[config.mk]
export PLATFORM = sky130hd
export DESIGN_NAME = sr_ff_bank
export DESIGN_NICKNAME = d
export VERILOG_FILES = /design/src/rtl/sr_ff_bank.sv
export SDC_FILE = /design/constraint.sdc
export NUM_CORES = 1
export LEC_CHECK = 0
export ABC_AREA = 1
export BUFFER_PORTS_ARGS = -buffer_cell sky130_fd_sc_hd__buf_2
export CORE_MARGIN = 4
export CORE_UTILIZATION = 49
export CTS_CLUSTER_SIZE = 8
export DETAILED_ROUTE_END_ITERATION = 7
export PLACE_DENSITY = 0.89
export RECOVER_POWER = 25
export SYNTH_ARGS = -nofsm -noshare
export SYNTH_HDL_FRONTEND = slang
export SYNTH_SLANG_ARGS = --single-unit
[constraint.sdc]
create_clock -name clk -period 1.56 [get_ports clk]
set_clock_uncertainty 0.15 [all_clocks]
set_input_delay 0.234 -clock clk [delete_from_list [all_inputs] [get_ports clk]]
set_output_delay 0.234 -clock clk [all_outputs]
set_load 0.02 [all_outputs]
[src/rtl/sr_ff_bank.sv]
// sr_ff_bank: bank of independent SR flip-flops with per-bit enable,
// elaboration-time S=R=1 resolution and conflict monitoring.
module sr_ff_bank #(
    parameter int               WIDTH         = 8,
    parameter int               CONFLICT_MODE = 0,
    parameter logic [WIDTH-1:0] RESET_VAL     = '0,
    parameter int               CNT_W         = 8
) (
    input  logic             clk,
    input  logic             rst,
    input  logic [WIDTH-1:0] en,
    input  logic [WIDTH-1:0] s,
    input  logic [WIDTH-1:0] r,
    input  logic             clr_stat,
    output logic [WIDTH-1:0] q,
    output logic [WIDTH-1:0] qbar,
    output logic [WIDTH-1:0] conflict,
    output logic             conflict_sticky,
    output logic [CNT_W-1:0] conflict_cnt
);

    localparam logic [CNT_W-1:0] CNT_MAX = '1;
    localparam logic [CNT_W-1:0] CNT_ONE = {{(CNT_W-1){1'b0}}, 1'b1};

    logic [WIDTH-1:0] r_q;
    logic [WIDTH-1:0] r_qbar;
    logic [WIDTH-1:0] r_conflict;
    logic             r_sticky;
    logic [CNT_W-1:0] r_cnt;

    logic [WIDTH-1:0] w_conf;
    logic             w_any;
    logic [WIDTH-1:0] w_q_nxt;
    logic             w_sticky_nxt;
    logic [CNT_W-1:0] w_cnt_nxt;

    // Next value of one bit when both set and reset are requested.
    function automatic logic resolve(input logic cur);
        logic res;
        case (CONFLICT_MODE)
            1:       res = 1'b0;
            2:       res = 1'b1;
            3:       res = ~cur;
            default: res = cur;
        endcase
        return res;
    endfunction

    assign w_conf = en & s & r;
    assign w_any  = |w_conf;

    // Per-bit SR next-state; disabled bits hold.
    always_comb begin
        w_q_nxt = r_q;
        for (int i = 0; i < WIDTH; i++) begin
            if (en[i]) begin
                unique case ({s[i], r[i]})
                    2'b00: w_q_nxt[i] = r_q[i];
                    2'b01: w_q_nxt[i] = 1'b0;
                    2'b10: w_q_nxt[i] = 1'b1;
                    2'b11: w_q_nxt[i] = resolve(r_q[i]);
                endcase
            end
        end
    end

    // Status next-state: a new conflict beats a clear request.
    always_comb begin
        w_sticky_nxt = r_sticky;
        w_cnt_nxt    = r_cnt;
        if (w_any) begin
            w_sticky_nxt = 1'b1;
        end else if (clr_stat) begin
            w_sticky_nxt = 1'b0;
        end
        if (clr_stat) begin
            w_cnt_nxt = w_any ? CNT_ONE : '0;
        end else if (w_any && (r_cnt != CNT_MAX)) begin
            w_cnt_nxt = r_cnt + CNT_ONE;
        end
    end

    // State and complement registered together so they never agree.
    always_ff @(posedge clk or negedge rst) begin
        if (!rst) begin
            r_q        <= RESET_VAL;
            r_qbar     <= ~RESET_VAL;
            r_conflict <= '0;
            r_sticky   <= 1'b0;
            r_cnt      <= '0;
        end else begin
            r_q        <= w_q_nxt;
            r_qbar     <= ~w_q_nxt;
            r_conflict <= w_conf;
            r_sticky   <= w_sticky_nxt;
            r_cnt      <= w_cnt_nxt;
        end
    end

    assign q               = r_q;
    assign qbar            = r_qbar;
    assign conflict        = r_conflict;
    assign conflict_sticky = r_sticky;
    assign conflict_cnt    = r_cnt;

endmodule

# ---- After elaboration in Yosys (flattened, before gate mapping)
# Index checks and enable logic that the tools add are counted.
dict set report totals {
  regBits 33
  in_bits 27
  output_inout_bits 33
}
dict set report classes {
  add_sub_neg 1
  eq_ne 25
  n_mux 21
  bitwise 3
  reduce_logical 20
}
# cell n
set ops {}
lappend ops {{== test 2 bit (second input constant)} 16}
lappend ops {{one-hot mux 1 bit (3 select lines)} 8}
lappend ops {{bitwise AND 8 bit} 2}
lappend ops {{== test 2 x 1 -> 1 bit (second input constant)} 8}
lappend ops {{logical NOT 2 bit} 8}
lappend ops {{2-to-1 mux 8 bit} 2}
lappend ops {{OR reduction 2 bit} 8}
lappend ops {{2-to-1 mux 1 bit} 11}
lappend ops {{adder 8 x 1 -> 8 bit (second input constant)} 1}
lappend ops {{!= test 8 bit (second input constant)} 1}
lappend ops {{NOT 8 bit} 1}
lappend ops {{OR reduction 8 bit} 1}
lappend ops {{nonzero test 2 bit} 2}
lappend ops {{logical AND 1 bit} 1}

# ---- Longest topological paths before layout
# Gate-level depths: netlist of run 1.
dict set report depth {
  ltp_word 6
  ltp_mapped 8
  mapped_depth_nobuf 8
}

# ---- Least setup slack after synthesis of run 1
# OpenSTA, ideal clock, no wires.
dict set report synth_path {
  path_kind {register to register}
  from {register r_cnt[0], in the netlist conflict_cnt[0]}
  to {register r_cnt[4], in the netlist conflict_cnt[4]}
  arrival_ns 1.337
  setup_slack_ns -0.044
  stages_incl_launch_ff 9
  path_buffers 0
  period_less_slack_ns 1.604
  cell_sequence {dfrtp_1 ha_1 nand2_2 nor3_4 nand2_2 nand2_4 nand2_4 nand2_1 nand2_1}
}
dict set report synth_via {
  elab_chain_len 3
  elab_cells_between_ends 6
  cone_classes {1 x add/sub; 1 x eq/ne; 2 x mux; 2 x reduce/logical}
}
# item line_no
set synth_lines {}
lappend synth_lines {{start, declared} 29} ;# logic [CNT_W-1:0] r_cnt;
lappend synth_lines {{start signal, assigned} 96} ;# r_cnt <= w_cnt_nxt;
lappend synth_lines {{adder 8 x 1 -> 8 bit or != test 8 bit (tied branches)} {79, 78}}
lappend synth_lines {{2-to-1 mux 8 bit or logical AND 1 bit (tied branches)} 78} ;# end else if (w_any && (r_cnt != CNT_MAX)) begin
lappend synth_lines {{2-to-1 mux 8 bit or nonzero test 2 bit (tied branches)} --}
# Parallel ways exist; a longest one is shown, timed or not. The select of a mux whose other input is x is not followed.
# A chain may end at the register's enable or synchronous reset.

# ---- Worst setup path in the final report of run 1
dict set report layout_path {
  from {register r_cnt[0], in the netlist conflict_cnt[0]}
  to {register r_cnt[2], in the netlist conflict_cnt[2]}
}
# Same word-level chain as after synthesis.

==> metrics.txt, run 1 <==
global-route total usage across every layer 0.171; overflow left after global routing 0; area occupied by multi-input gates 742 sq um; width of the die 67.3 um; placer's final routability congestion estimate 0.801; buffer depth of the longest clock path 2; post-synthesis net count 234; via total after detailed routing 1,481; Period minus WS final 1.53 ns; CTS tree done; kind of critical path flip-flop to flip-flop; number of setup violations in the final report 0; status finished clean; via count of the first global-routing pass 1,438; number of input and output port buffers inserted 59; worst-margin pin slew 0.907 ns; cts bufs inserted 5; max frequency 652 MHz; Hold WC Path Type input pin to flip-flop; top-level port count 60; worst-path maximum fanout 6; wire length of the first global-routing pass 5880 um; Synth Warn # 0; overall die area 0.00453 sq mm; reported max-cap violation count 0; signed area change from the synthesized netlist to the final layout 33.2%; number of cells traversed by the worst register-to-register path 8; detail-routed via count per cell 4.67; count of mapped cells out of synthesis 190; number of cells on the worst hold path 3; count of state elements after synthesis 33; cell seen most often among critical-path stages sky130_fd_sc_hd__nand2_4; cell chain of the critical path ha_4, nand2_4, nor3_4, nand2_2, nand2_4, nand2_4, nand2_1, nand2_1; root buffer selected by CTS sky130_fd_sc_hd__clkbuf_4; antenna violations before repair 0; cell types with the largest area share after synthesis sky130_fd_sc_hd__dfrtp_1 36%, sky130_fd_sc_hd__ha_1 12%, sky130_fd_sc_hd__dfstp_2 12%; most instantiated flip-flop cell in the synthesis netlist sky130_fd_sc_hd__dfrtp_1; Clock Latency Late Sink 0.33 ns; required arrival time at the worst endpoint 1.64 ns; count of routing violations after the opening detailed-route iteration 72; # H-tree levels 2; fraction of final layout cells sized beyond drive strength 1 0.354; clock tree sinks 33; total wire length after detailed routing 3590 um; first-pass iteration count of the detailed router 4; number of hold violations in the final report 0; slowest stage cell on the critical path sky130_fd_sc_hd__dfrtp_2; Initial Utilization 0.513; number of synthesized flops with an enable pin 0; number of design rule violations left after detail routing 0; Die Height 67.3 um; count of placed standard cells including taps 301; Non-Filler Instances 317; count of nets left with antenna violations after detail routing 0; sequential element share of the synthesized area 0.485; largest area contributor in the synthesized netlist sky130_fd_sc_hd__dfrtp_1; setup repair after global routing missed its margin true; ant diodes 0; leakage power summed over all cells 1.33 nW; async set-or-reset flop fraction in the synthesized netlist 1.00; dpl hpwl 2780 um; mean cell area of the mapped netlist 9.07 sq um; largest incremental delay on the critical path 0.40 ns; kind of capture point of the worst setup path flip-flop; library cells used by synthesis 20; Fill cells 298; worst slack on hold paths 0.0213 ns; CTS clk-pin slew, worst paths 0.11 ns; total power per unit cell area 881 mW/mm^2; area after detailed placement 0.00213 sq mm; Slew headroom 0.396; average routed wire per standard cell 11.3 um; synthesized cell area 0.00172 sq mm; Cell Rows 21; maximum ir drop on the vdd rail 0.553 mV; startpoint types flip-flop; final max-slew violation count 0; net total in the final layout 314; postcts setup bufs 0; Period Utilization, post-route 0.983; area share of the leading cell type in the synthesized netlist 0.363; maximum number of pins on one net before global-route repair 20; area occupied by registers 838 sq um; area of the core 0.00336 sq mm; arrival time worst endpoint 1.62 ns; final cell area excluding filler cells 0.00230 sq mm
[worst paths after layout]
path | startpoint | to | slack, ns
max in group asynchronous | rst | qbar[7] | 0.18
worst max-delay path | conflict_cnt[0] | conflict_cnt[2] | 0.03
worst min-delay path | en[2] | conflict[2] | 0.02
worst max register to register | conflict_cnt[0] | conflict_cnt[2] | 0.03
worst min register to register | conflict_sticky | conflict_sticky | 0.37
min in group asynchronous | rst | conflict_cnt[2] | 0.39
[power breakdown]
group / internal (mW) / leakage, nW / switching, mW
Clock: 0.261 / 0.0413 / 0.274
Combinational: 0.192 / 0.874 / 0.297
Sequential: 0.950 / 0.411 / 0.0486
Total: 1.40 / 1.33 / 0.620
[state kept, by name (all words and copies together), names as in the netlist]
signal / flops
qbar: 8
conflict: 8
conflict_cnt: 8
q: 8
conflict_sticky: 1
[cell usage after synthesis (2+ instances only)]
master / instances
sky130_fd_sc_hd__nand3_1: 18
sky130_fd_sc_hd__ha_1: 17
sky130_fd_sc_hd__nor2_1: 12
sky130_fd_sc_hd__nand2_2: 2
sky130_fd_sc_hd__nand2_1: 24
sky130_fd_sc_hd__dfrtp_1: 25
sky130_fd_sc_hd__inv_1: 45
sky130_fd_sc_hd__or3b_2: 8
sky130_fd_sc_hd__o21ai_0: 11
sky130_fd_sc_hd__dfstp_2: 8
sky130_fd_sc_hd__nand2_4: 2
sky130_fd_sc_hd__a21oi_1: 10
[critical path, delay by kind of cell, from the launching register on]
family                   cells  cell delay, ns
AND/OR/NAND/NOR              7            0.73
flip-flops                   1            0.40
adder cells (fa/ha/maj)      1            0.15
[area by class of cell]
class / instances / area share
Clock buffer: 7 / 0.0283
Clock inverter: 1 / 0.00218
Inverter: 45 / 0.0736
Multi-Input combinational cell: 112 / 0.323
Sequential cell: 33 / 0.365
Tap cell: 46 / 0.0251
Timing Repair Buffer: 73 / 0.183
[layout by cell type, fill, tap and decap left out, types with 2 or more instances in the layout]
master / count
sky130_fd_sc_hd__or3b_2: 8
sky130_fd_sc_hd__nand2_1: 21
sky130_fd_sc_hd__clkbuf_8: 2
sky130_fd_sc_hd__dfrtp_1: 23
sky130_fd_sc_hd__o21ai_0: 11
sky130_fd_sc_hd__dlygate4sd3_1: 7
sky130_fd_sc_hd__clkbuf_1: 9
sky130_fd_sc_hd__nor2_1: 11
sky130_fd_sc_hd__dfstp_2: 8
sky130_fd_sc_hd__buf_2: 50
sky130_fd_sc_hd__nand2_4: 3
sky130_fd_sc_hd__nand2_2: 5
sky130_fd_sc_hd__nand3_1: 18
sky130_fd_sc_hd__ha_1: 16
sky130_fd_sc_hd__dfrtp_2: 2
sky130_fd_sc_hd__inv_1: 45
sky130_fd_sc_hd__a21oi_1: 10
sky130_fd_sc_hd__clkbuf_4: 5
sky130_fd_sc_hd__buf_4: 6
[routing by layer]
layer | track usage | vias up | wire length, um
li1 | - | 755 | -
met4 | 0.0456 | 0 | 32
met3 | 0.0666 | 5 | 304
met1 | 0.178 | 676 | 1420
met5 | 0 | - | 0
met2 | 0.319 | 45 | 1830
[per-stage QoR]
stage / setup slack, ns / setup TNS [ns] / util / power [mW]
finish: 0.0264 / 0 / 0.683 / 2.02
global route: -0.0524 / -0.263 / 0.683 / 2.16
CTS: 0.0217 / 0 / 0.676 / 2.03
detailed placement: -0.00496 / -0.00905 / 0.634 / 1.48
global placement: 0.0385 / 0 / 0.634 / 1.46
floorplan: 0.0305 / 0 / - / 1.27
[kinds of logic (layout without fill, tap and decap cells)]
family | count (synthesis) | in the layout | share of synthesized area
XOR/XNOR | 1 | 1 | 0.00508
AND/OR/NAND/NOR | 72 | 73 | 0.221
adder cells (fa/ha/maj) | 17 | 17 | 0.123
AO/OA/AOI/OAI | 21 | 21 | 0.0610
buffers and inverters | 46 | 126 | 0.104
flip-flops | 33 | 33 | 0.485
[timing repair]
| action | CTS | global route |
|---|---|---|
| endpoints found under the hold margin | 33 | 0 |
| setup endpoints to repair | 0 | 6 |
| hold buffers | 7 | 0 |
| resized for setup | 0 | 7 |
Note: power is estimated with default switching activity, not from simulation.
==> run 2: changes to the inputs <==
--- a/config.mk
+++ b/config.mk
@@ -7,11 +7,13 @@
 export LEC_CHECK = 0
 export ABC_AREA = 1
 export BUFFER_PORTS_ARGS = -buffer_cell sky130_fd_sc_hd__buf_2
+export CELL_PAD_IN_SITES_DETAIL_PLACEMENT = 1
+export CELL_PAD_IN_SITES_GLOBAL_PLACEMENT = 2
 export CORE_MARGIN = 4
-export CORE_UTILIZATION = 49
+export CORE_UTILIZATION = 28
 export CTS_CLUSTER_SIZE = 8
 export DETAILED_ROUTE_END_ITERATION = 7
-export PLACE_DENSITY = 0.89
+export PLACE_DENSITY = 0.88
 export RECOVER_POWER = 25
 export SYNTH_ARGS = -nofsm -noshare
 export SYNTH_HDL_FRONTEND = slang
==> metrics.txt, run 2 (synthesis gave the netlist of run 1 again) <==
status finished clean; buffer depth of the longest clock path 2 (unchanged); Final Worst Setup Slack 0.0948 ns (+0.0683 ns); Cell Rows 28 (+33%); worst-margin pin slew 0.438 ns (-0.469 ns); Hold WC Path Type input pin to flip-flop; overflow left after global routing 0 (unchanged); count of nets left with antenna violations after detail routing 0 (unchanged); number of design rule violations left after detail routing 0 (unchanged); Period minus WS final 1.47 ns (-0.0683 ns); overall die area 0.00748 sq mm (+65%); # H-tree levels 2 (unchanged); Period Utilization, post-route 0.939 (-0.0438); leakage power summed over all cells 1.32 nW (-0.25%); number of input and output port buffers inserted 59 (unchanged); area occupied by registers 838 sq um (unchanged); slowest stage cell on the critical path sky130_fd_sc_hd__dfrtp_1; Initial Utilization 0.289 (-0.223); antenna violations before repair 0 (unchanged); pre-CTS setup slack -0.0327 ns (-0.0278 ns); top-level port count 60 (unchanged); GR Util met1 0.153 (-0.0249); placer's final routability congestion estimate 0.755 (-5.7%); Fill cells 751 (+150%); met2 Usage GRT 0.197 (-0.122); area occupied by multi-input gates 721 sq um (-2.9%); root buffer selected by CTS sky130_fd_sc_hd__clkbuf_8; maximum ir drop on the vdd rail 0.452 mV (-18%); CTS clk-pin slew, worst paths 0.07 ns (-0.04 ns); detail-routed via count per cell 4.31 (-7.8%); busiest layer in global routing met2; via total after detailed routing 1,486 (+0.34%); setup repair after global routing missed its margin false; first-pass iteration count of the detailed router 4 (unchanged); CTS tree done; width of the die 86.5 um (+28%); reported max-cap violation count 0 (unchanged); required arrival time at the worst endpoint 1.64 ns (about the same); number of hold violations in the final report 0 (unchanged); ant diodes 0 (unchanged); total wire length after detailed routing 4120 um (+15%); signed area change from the synthesized netlist to the final layout 34.9%; Die Height 86.5 um (+28%); average routed wire per standard cell 11.9 um (+5.5%); met3 usage 0.0333 (-0.0333); maximum number of pins on one net before global-route repair 20 (unchanged); cell chain of the critical path nand3_4, nor3_4, nand2_2, nand2_4, buf_4, nand3_1, nand2_1; worst-path maximum fanout 4 (-2); kind of critical path flip-flop to flip-flop; cts bufs inserted 5 (unchanged); most common cell after layout, fill and taps aside sky130_fd_sc_hd__buf_2; fraction of final layout cells sized beyond drive strength 1 0.367 (+0.0124); largest incremental delay on the critical path 0.44 ns (+0.04 ns); worst slack on hold paths 0.0518 ns (+0.0305 ns); arrival time worst endpoint 1.54 ns (-0.08 ns); max frequency 682 MHz (+4.7%); Buf/Inv on CP 1 (+1); highest-count cells in the layout ignoring fill and taps 50 x sky130_fd_sc_hd__buf_2, 45 x sky130_fd_sc_hd__inv_1, 24 x sky130_fd_sc_hd__nand2_1; share of the core filled with cells in the final layout 0.391 (-0.292); global-route total usage across every layer 0.121 (-0.0500); number of setup violations in the final report 0 (unchanged); TNS Setup 0 ns (unchanged); net total in the final layout 313 (-0.32%); area of the core 0.00596 sq mm (+77%); startpoint types flip-flop; Clock Latency Late Sink 0.28 ns (-0.05 ns); via count of the first global-routing pass 1,532 (+6.5%); total power per unit cell area 914 mW/mm^2 (+3.7%); Worst path top cell family by delay simple AND/OR/NAND/NOR gates; final max-slew violation count 0 (unchanged); clock tree sinks 33 (unchanged); kind of capture point of the worst setup path flip-flop; count of routing violations after the opening detailed-route iteration 39 (-46%); wire length of the first global-routing pass 7160 um (+22%); Slew headroom 0.708 (+0.313); r2r setup slk 0.09 ns (+0.07 ns); dpl hpwl 3360 um (+21%)
-- run 2: cell types whose count changed in the layout (fill, tap and decap cells not counted), sizes merged --
cell,before,now
clkinvlp,0,1
clkbuf,16,14
clkinv,1,2
dlygate4sd3,7,1
buf,57,63
nand2,29,28
-- run 2: final timing paths --
path,cells after the start,endpoint,startpoint
min reg2reg,2,conflict_sticky,conflict_sticky
min,2,q[6],en[6]
min in group asynchronous,2,conflict_cnt[1],rst
max reg2reg,7,conflict_cnt[5],conflict_cnt[5]
max in group asynchronous,3,qbar[6],rst
max,7,conflict_cnt[5],conflict_cnt[5]
-- run 2: worst register-to-register path, cell delays in order (launching register included) --
cell and delay (ns):
sky130_fd_sc_hd__dfrtp_1 0.44, sky130_fd_sc_hd__nand3_4 0.13, sky130_fd_sc_hd__nor3_4 0.22, sky130_fd_sc_hd__nand2_2 0.10, sky130_fd_sc_hd__nand2_4 0.12, sky130_fd_sc_hd__buf_4 0.12
sky130_fd_sc_hd__nand3_1 0.06, sky130_fd_sc_hd__nand2_1 0.07
-- run 2: layout make-up --
cell class	instances	area share
tap	75	0.0403
multi-input combinational	111	0.310
clock inverter	3	0.00753
inverter	45	0.0726
clock buffer	5	0.0296
sequential	33	0.360
timing repair buffer	73	0.180
-- run 2: where the power goes --
group | switching, mW | leakage, nW | total [mW] | internal [mW]
Clock | 0.323 | 0.0439 | 0.630 | 0.308
Combinational | 0.302 | 0.868 | 0.499 | 0.197
Sequential | 0.0443 | 0.411 | 0.996 | 0.951
-- run 2: per-stage QoR --
| stage | power, mW | std cells | cell area (sq um) |
|---|---|---|---|
| global placement | 1.51 | 335 | 2220 |
| floorplan | 1.27 | 190 | 1730 |
| CTS | 2.17 | 344 | 2320 |
| global route | 2.29 | 345 | 2330 |
| finish | 2.13 | 345 | 2330 |
| detailed placement | 1.52 | 335 | 2220 |
-- run 2: metal layers --
layer	vias to the layer above	part of all wire
met2	40	0.48
met3	6	0.060
li1	744	-
met4	0	0.017
met5	-	0
met1	696	0.45
-- run 2: timing repair --
| item | CTS | global route |
|---|---|---|
| endpoints found under the setup margin | 0 | 8 |
| setup buffers | 0 | 1 |
| gates resized for setup | 0 | 3 |
| hold buffers | 1 | 0 |
| hold endpoints to repair | 13 | 0 |
